**src/rtl/bin2bcd_if.sv**
```systemverilog
// Valid/ready handshake bundle between the binary producer, the converter and
// the BCD consumer. The producer/consumer side is the master; the converter is the slave.
interface bin2bcd_if #(
  parameter int IN_WIDTH = 16,
  parameter int DIGITS   = 5
);
  logic                  in_valid;
  logic                  in_ready;
  logic [IN_WIDTH-1:0]   bin;
  logic                  out_valid;
  logic                  out_ready;
  logic [4*DIGITS-1:0]   bcd;
  logic                  overflow;
  logic [DIGITS-1:0]     digit_en;

  modport master (
    output in_valid, bin, out_ready,
    input  in_ready, out_valid, bcd, overflow, digit_en
  );

  modport slave (
    input  in_valid, bin, out_ready,
    output in_ready, out_valid, bcd, overflow, digit_en
  );
endinterface

```
**src/rtl/bin2bcd_seq.sv**
```systemverilog
// Sequential binary-to-BCD converter (double dabble, one input bit per clock).
// Accepts a value in IDLE, iterates IN_WIDTH times in SHIFT and holds the
// result in DONE until the consumer takes it. It also provides a sticky
// overflow flag and a leading-zero blanking mask.
module bin2bcd_seq #(
  parameter int IN_WIDTH = 16,
  parameter int DIGITS   = 5
) (
  input  logic       clk,
  input  logic       rst_n,
  bin2bcd_if.slave   bus
);

  localparam int BW = 4 * DIGITS;
  localparam int CW = $clog2(IN_WIDTH + 1);

  typedef enum logic [1:0] {
    S_IDLE  = 2'd0,
    S_SHIFT = 2'd1,
    S_DONE  = 2'd2
  } state_t;

  state_t               r_state;
  state_t               w_state_next;

  logic [IN_WIDTH-1:0]  r_shift;
  logic [BW-1:0]        r_scratch;
  logic                 r_ovf;
  logic [CW-1:0]        r_cnt;

  logic [BW-1:0]        r_bcd;
  logic                 r_ovf_out;
  logic [DIGITS-1:0]    r_digit_en;

  logic [BW-1:0]        w_adj;
  logic [BW-1:0]        w_scratch_next;
  logic [IN_WIDTH-1:0]  w_shift_next;
  logic                 w_ovf_next;
  logic [DIGITS-1:0]    w_digit_en;
  logic                 w_any;
  logic                 w_last_iter;

  assign w_last_iter = (r_cnt == CW'(1));

  // State register.
  // NOTE: sequential state uses non-blocking assignments so every flop
  // samples pre-edge values regardless of process ordering.
  always_ff @(posedge clk or negedge rst_n) begin
    if (!rst_n) r_state <= S_IDLE;
    else        r_state <= w_state_next;
  end

  // Next-state logic: accept in IDLE, count iterations, wait for the consumer.
  // NOTE: the default is assigned first so no path leaves w_state_next
  // unassigned, which would otherwise infer a latch.
  always_comb begin
    w_state_next = r_state;
    unique case (r_state)
      S_IDLE:  if (bus.in_valid)  w_state_next = S_SHIFT;
      S_SHIFT: if (w_last_iter)   w_state_next = S_DONE;
      S_DONE:  if (bus.out_ready) w_state_next = S_IDLE;
      default:                    w_state_next = S_IDLE;
    endcase
  end

  assign bus.in_ready  = (r_state == S_IDLE);
  assign bus.out_valid = (r_state == S_DONE);
  assign bus.bcd       = r_bcd;
  assign bus.overflow  = r_ovf_out;
  assign bus.digit_en  = r_digit_en;

  // One double-dabble iteration plus the blanking mask of its result.
  always_comb begin
    w_adj = r_scratch;
    for (int i = 0; i < DIGITS; i++) begin
      if (r_scratch[4*i +: 4] >= 4'd5) w_adj[4*i +: 4] = r_scratch[4*i +: 4] + 4'd3;
    end
    // The top adjusted bit falls off the end; it marks a value beyond 10^DIGITS-1.
    w_scratch_next = {w_adj[BW-2:0], r_shift[IN_WIDTH-1]};
    w_shift_next   = r_shift << 1;
    w_ovf_next     = r_ovf | w_adj[BW-1];

    // Scan from the top digit down; once a nonzero digit is seen, every lower
    // digit is shown. The ones digit is always shown.
    w_any      = 1'b0;
    w_digit_en = '0;
    for (int i = DIGITS - 1; i >= 0; i--) begin
      w_any         = w_any | (w_scratch_next[4*i +: 4] != 4'd0);
      w_digit_en[i] = w_any | (i == 0);
    end
  end

  // Datapath: load on accept, iterate in SHIFT, capture the result on the last iteration.
  // NOTE: scratch and result registers are reset too, so a conversion aborted
  // by reset can never surface a partial value.
  always_ff @(posedge clk or negedge rst_n) begin
    if (!rst_n) begin
      r_shift    <= '0;
      r_scratch  <= '0;
      r_ovf      <= 1'b0;
      r_cnt      <= '0;
      r_bcd      <= '0;
      r_ovf_out  <= 1'b0;
      r_digit_en <= '0;
    end else begin
      unique case (r_state)
        S_IDLE: begin
          if (bus.in_valid) begin
            r_shift   <= bus.bin;
            r_scratch <= '0;
            r_ovf     <= 1'b0;
            r_cnt     <= CW'(IN_WIDTH);
          end
        end
        S_SHIFT: begin
          r_shift   <= w_shift_next;
          r_scratch <= w_scratch_next;
          r_ovf     <= w_ovf_next;
          r_cnt     <= r_cnt - CW'(1);
          if (w_last_iter) begin
            r_bcd      <= w_scratch_next;
            r_ovf_out  <= w_ovf_next;
            r_digit_en <= w_digit_en;
          end
        end
        default: ;
      endcase
    end
  end

endmodule

```
**src/flat_wrapper.sv**
```systemverilog
// flat-port wrapper written by rule: the top's interface ports become plain ports
module bin2bcd_seq_flat 
#(
  parameter int IN_WIDTH = 16,
  parameter int DIGITS   = 5
)
  (clk, rst_n, bus_in_valid, bus_bin, bus_out_ready, bus_in_ready, bus_out_valid, bus_bcd, bus_overflow, bus_digit_en);
  bin2bcd_if #(.IN_WIDTH(IN_WIDTH), .DIGITS(DIGITS)) bus_i ();
  input  logic clk;
  input  logic rst_n;
  input wire logic [$bits(bus_i.in_valid)-1:0] bus_in_valid;
  input wire logic [$bits(bus_i.bin)-1:0] bus_bin;
  input wire logic [$bits(bus_i.out_ready)-1:0] bus_out_ready;
  output wire logic [$bits(bus_i.in_ready)-1:0] bus_in_ready;
  output wire logic [$bits(bus_i.out_valid)-1:0] bus_out_valid;
  output wire logic [$bits(bus_i.bcd)-1:0] bus_bcd;
  output wire logic [$bits(bus_i.overflow)-1:0] bus_overflow;
  output wire logic [$bits(bus_i.digit_en)-1:0] bus_digit_en;
  assign bus_i.in_valid = bus_in_valid;
  assign bus_i.bin = bus_bin;
  assign bus_i.out_ready = bus_out_ready;
  assign bus_in_ready = bus_i.in_ready;
  assign bus_out_valid = bus_i.out_valid;
  assign bus_bcd = bus_i.bcd;
  assign bus_overflow = bus_i.overflow;
  assign bus_digit_en = bus_i.digit_en;
  bin2bcd_seq #(.IN_WIDTH(IN_WIDTH), .DIGITS(DIGITS)) u_core (.clk(clk), .rst_n(rst_n), .bus(bus_i));
endmodule
```
**config.mk**
```make
export PLATFORM = sky130hd
export DESIGN_NAME = bin2bcd_seq_flat
export DESIGN_NICKNAME = d
export VERILOG_FILES = /design/src/rtl/bin2bcd_if.sv /design/src/rtl/bin2bcd_seq.sv /design/src/flat_wrapper.sv
export SDC_FILE = /design/constraint.sdc
export NUM_CORES = 1
export LEC_CHECK = 0
export CORE_MARGIN = 2
export CORE_UTILIZATION = 49
export CTS_BUF_LIST = sky130_fd_sc_hd__clkbuf_16
export DETAILED_ROUTE_END_ITERATION = 10
export HOLD_SLACK_MARGIN = 0.06
export PLACE_DENSITY_LB_ADDON = 0.05
export SLEW_MARGIN = 20
export SYNTH_ARGS = -nofsm -noshare
export SYNTH_HDL_FRONTEND = slang
export SYNTH_SLANG_ARGS = --single-unit
```
**constraint.sdc**
```tcl
create_clock -name clk -period 5.04 [get_ports clk]
set_clock_uncertainty 0.05 [all_clocks]
set_input_delay 0.756 -clock clk [delete_from_list [all_inputs] [get_ports clk]]
set_output_delay 0.756 -clock clk [all_outputs]
set_load 0.05 [all_outputs]
```
==> run summary <==
The run finished with clean final reports. In this run, CTS created clock tree buffers numbering 9. The number of antenna diodes in the final layout is 0. The logs give 7570 um2 for the area of the die and 2,487 for the number of global-route vias before repair. For the final global-route overflow total, the log shows 0.

The final standard cell utilization of the core is 63.0%. Setup repair after global routing left no endpoint under its margin. The congestion estimate from routability-driven global placement came to 0.776.

Once routing completed, OpenROAD measured the worst setup slack at 2460 ps. The tools report the relative slew slack as 48.7%. For the pin with the worst max-slew slack, the measured transition is 770 ps.

The average via count per standard cell came out at 5.35. The logs give 2680 ps for the setup slack on the worst flop-to-flop path and 3 for the H-tree level count. The endpoint arrival time on the critical path was 1770 ps; the placeable core area was 6720 um2. For this run, the total global-route usage over all layers was measured as 19.7%.

The tools report the synthesized netlist net count as 383. The initial standard-cell utilization of the core is 50.2%, and the register clock-pin slew on the reported worst setup and hold paths is 50 ps. After synthesis, the cell types taking the most area are sky130_fd_sc_hd__dfrtp_1 (52%), sky130_fd_sc_hd__nand2_1 (7.9%), sky130_fd_sc_hd__o21ai_0 (6.1%). A synthesized cell averages 9.61 um2.

The first detailed-routing pass ran for 4 iterations. The maximum VDD drop was 419 uV. In this run the tool buffered the top-level ports with 47 buffer cells. The tools report the number of warnings reported in the yosys synthesis log as 0. For this run, the top clock speed supported by timing is 0.388 GHz. Cells with a size suffix above 1 make up 9.00% of the layout. The horizontal die dimension came out at 87.0 um. The tree is rooted in a sky130_fd_sc_hd__clkbuf_16. In this run, synthesis produced a sequential element count of 70. The min-delay analysis places its worst path in the category input pin to async pin.

Hold repair after CTS inserted 0 buffers. The sequential element share of the synthesized area was 51.9%. The tools report the kind of capture point of the worst setup path as an output port. Worst reg2reg path endpoint: u_core.bus.digit_en[1]. The critical path in this run is classified as flip-flop to output port. Clock latency on the worst-skew pair, taken at its later pin, is 320 ps. The logs give 351 for the number of cells produced by synthesis and 0 for the number of slew-limit violations in the final report.

Entering global routing, the biggest net connects 44 pins. Detailed placement ended at an HPWL of 4.55 mm. STA classifies the critical path startpoint as a flip-flop.

The share of total power dissipated in sequential elements is 31.4%. The power density relative to cell area was 776 nW/um2. Counting flops with an async set or reset pin after synthesis yields a share of 100%. The tools report the number of failing hold endpoints at the final stage as 0.

The initial antenna violation count came out at 0. Routed wire length: 6.81 mm. The largest total area in the synthesized netlist belongs to sky130_fd_sc_hd__dfrtp_1. In the final timing run, aggregate negative setup slack is 0 ps. In this run the critical register-to-register path is launched from u_core.r_state[1].

The logs give 0 for the number of gates resized after CTS and 427 for the final net count. The net switching share of the total power was 42.7%. The area growth from synthesis to layout is 25.5%.

Measured in cells, the most critical reg-to-reg path has a length of 5. The share of the synthesized area in the top cell type was 51.9%. Setup violations remaining at the end of the flow were counted as 0. Cell area after synthesis: 3370 um2.

The post-CTS setup buffer count was 0. TritonCTS built the clock tree. The most critical setup path has its startpoint at u_core.r_state[0]. At the worst endpoint, the required time is 4230 ps. After detailed routing, the average wire length per cell comes to 14.2 um. Among all flip-flop cells after synthesis, the most frequent one is sky130_fd_sc_hd__dfrtp_1.

The vertical extent of the die is 87.0 um, and the leakage power total is 1.89 nW. The post-detailed-route DRC marker count was 0. The peak fanout along the critical path was 6; the antenna violation net count after detailed routing was 0.

Subtracting the final worst setup slack from the clock period gives 2580 ps. The tools report the filler cell count in the final layout as 584. The tools report the count of unique library cells instantiated by Yosys as 43. The run gives 30 as the standard-cell row count. Of the available clock period, the critical path in the final layout requires 51.1%. The run gives 1.40 mW as the net switching power. The count of max-cap constraint violations is 0, and the first-pass GRT wire length is 11.7 mm.

Yosys mapped a number of flops with a built-in enable equal to 0. The number of placed instances, taps included, is 464. Of the total power, the clock network draws 21.8%. The I/O pin count was 48; the logic gate share of total power was 46.8%. For the number of cells in the finished layout apart from fillers, the log shows 480. Buffer depth of the longest clock path: 2. In this run, the number of DRC markers left after iteration 0 of detailed routing was 118. The worst setup timing slack at the placement stage came out at 2240 ps. The internal portion of the total power is 1.88 mW.

For this block, the via count after detailed routing is 2,570. The clock drives 70 sinks.
registers in the layout (all words and copies together) (netlist names):
register,flops
u_core.bus.overflow,1
u_core.r_cnt,5
u_core.r_scratch,20
u_core.r_ovf,1
u_core.r_state,2
u_core.bus.bcd,20
u_core.r_shift,16
u_core.bus.digit_en,5
Yosys cell counts, drive strengths merged (6+ instances only):
cell type / instances
nor3b: 9
nor2: 9
a21oi: 13
nand2b: 9
nand2: 71
o21ai: 53
ha: 12
inv: 13
dfrtp: 70
a22oi: 15
nor3: 6
nand3: 20
xnor2: 6
clkbuf: 14
layer usage:
layer,vias up,GRT usage (%),routed length [um]
li1,1300,-,-
met3,8,3.13,132
met2,28,32.0,3200
met5,-,0,0
met4,0,6.39,69
met1,1234,27.0,3410
area by class of cell:
type                       instances  area [um2]  share of cell area, %
clock inverter                     7         113                   2.66
multi-input combinational        250        1500                   35.4
timing repair buffer              51         498                   11.8
tap                               80         100                   2.36
inverter                          13        48.8                   1.15
sequential                        70        1750                   41.4
clock buffer                       9         225                   5.32
placed cells by master, fill, tap and decap left out, types with 9 or more instances in the layout:
cell / n
sky130_fd_sc_hd__a21oi_1: 13
sky130_fd_sc_hd__o21ai_1: 12
sky130_fd_sc_hd__nand2_1: 71
sky130_fd_sc_hd__clkdlybuf4s50_1: 46
sky130_fd_sc_hd__o21ai_0: 41
sky130_fd_sc_hd__inv_1: 13
sky130_fd_sc_hd__clkbuf_16: 9
sky130_fd_sc_hd__nand3_1: 20
sky130_fd_sc_hd__a22oi_1: 15
sky130_fd_sc_hd__dfrtp_1: 70
sky130_fd_sc_hd__ha_1: 12
how the worst max path moves through the flow:
stage,to,slack (ps),depth (start not counted)
finish,bus_out_valid,2460,3
global route,bus_out_valid,2380,3
CTS,bus_out_valid,2440,3
detailed placement,u_core.r_shift[10],2240,7
global placement,u_core.r_shift[11],2310,7
floorplan,u_core.bus.digit_en[1],3140,7
power by group through the flow:
stage | combinational [mW] | sequential [mW] | clock [mW]
2_1_floorplan | 0.840 | 1.32 | 0
3_3_place_gp | 1.51 | 1.04 | 0
3_5_place_dp | 1.55 | 1.04 | 0
4_1_cts | 1.56 | 1.03 | 0.726
5_1_grt | 1.71 | 1.07 | 0.753
6_report | 1.54 | 1.03 | 0.716
logic make-up (layout without fill, tap and decap cells):
| family | Yosys count | after routing | share of synthesized area, % |
|---|---|---|---|
| and+or+nand+nor | 136 | 136 | 20.6 |
| DFF | 70 | 70 | 51.9 |
| AOI/OAI and AO/OA | 91 | 91 | 16.2 |
| xor gates and xnor gates | 6 | 6 | 1.56 |
| muxes | 5 | 5 | 1.63 |
| buffers and inverters | 31 | 80 | 3.67 |
| adders and majority gates | 12 | 12 | 4.45 |
worst max-delay path, cell delays in order (launching register included):
cell	delay (ps)
sky130_fd_sc_hd__dfrtp_1	430
sky130_fd_sc_hd__nand2b_1	180
sky130_fd_sc_hd__inv_1	50
sky130_fd_sc_hd__clkdlybuf4s50_1	790
through the flow:
stage / power [mW] / hold WS [ps] / cell area, um2
after CTS: 3.32 / 425 / 4230
after global routing: 3.53 / 432 / 4240
after floorplan: 2.16 / 396 / 3370
after detailed placement: 2.59 / 401 / 3890
final: 3.28 / 377 / 4240
after global placement: 2.55 / 398 / 3890
Power figures use the tool's default switching activity.
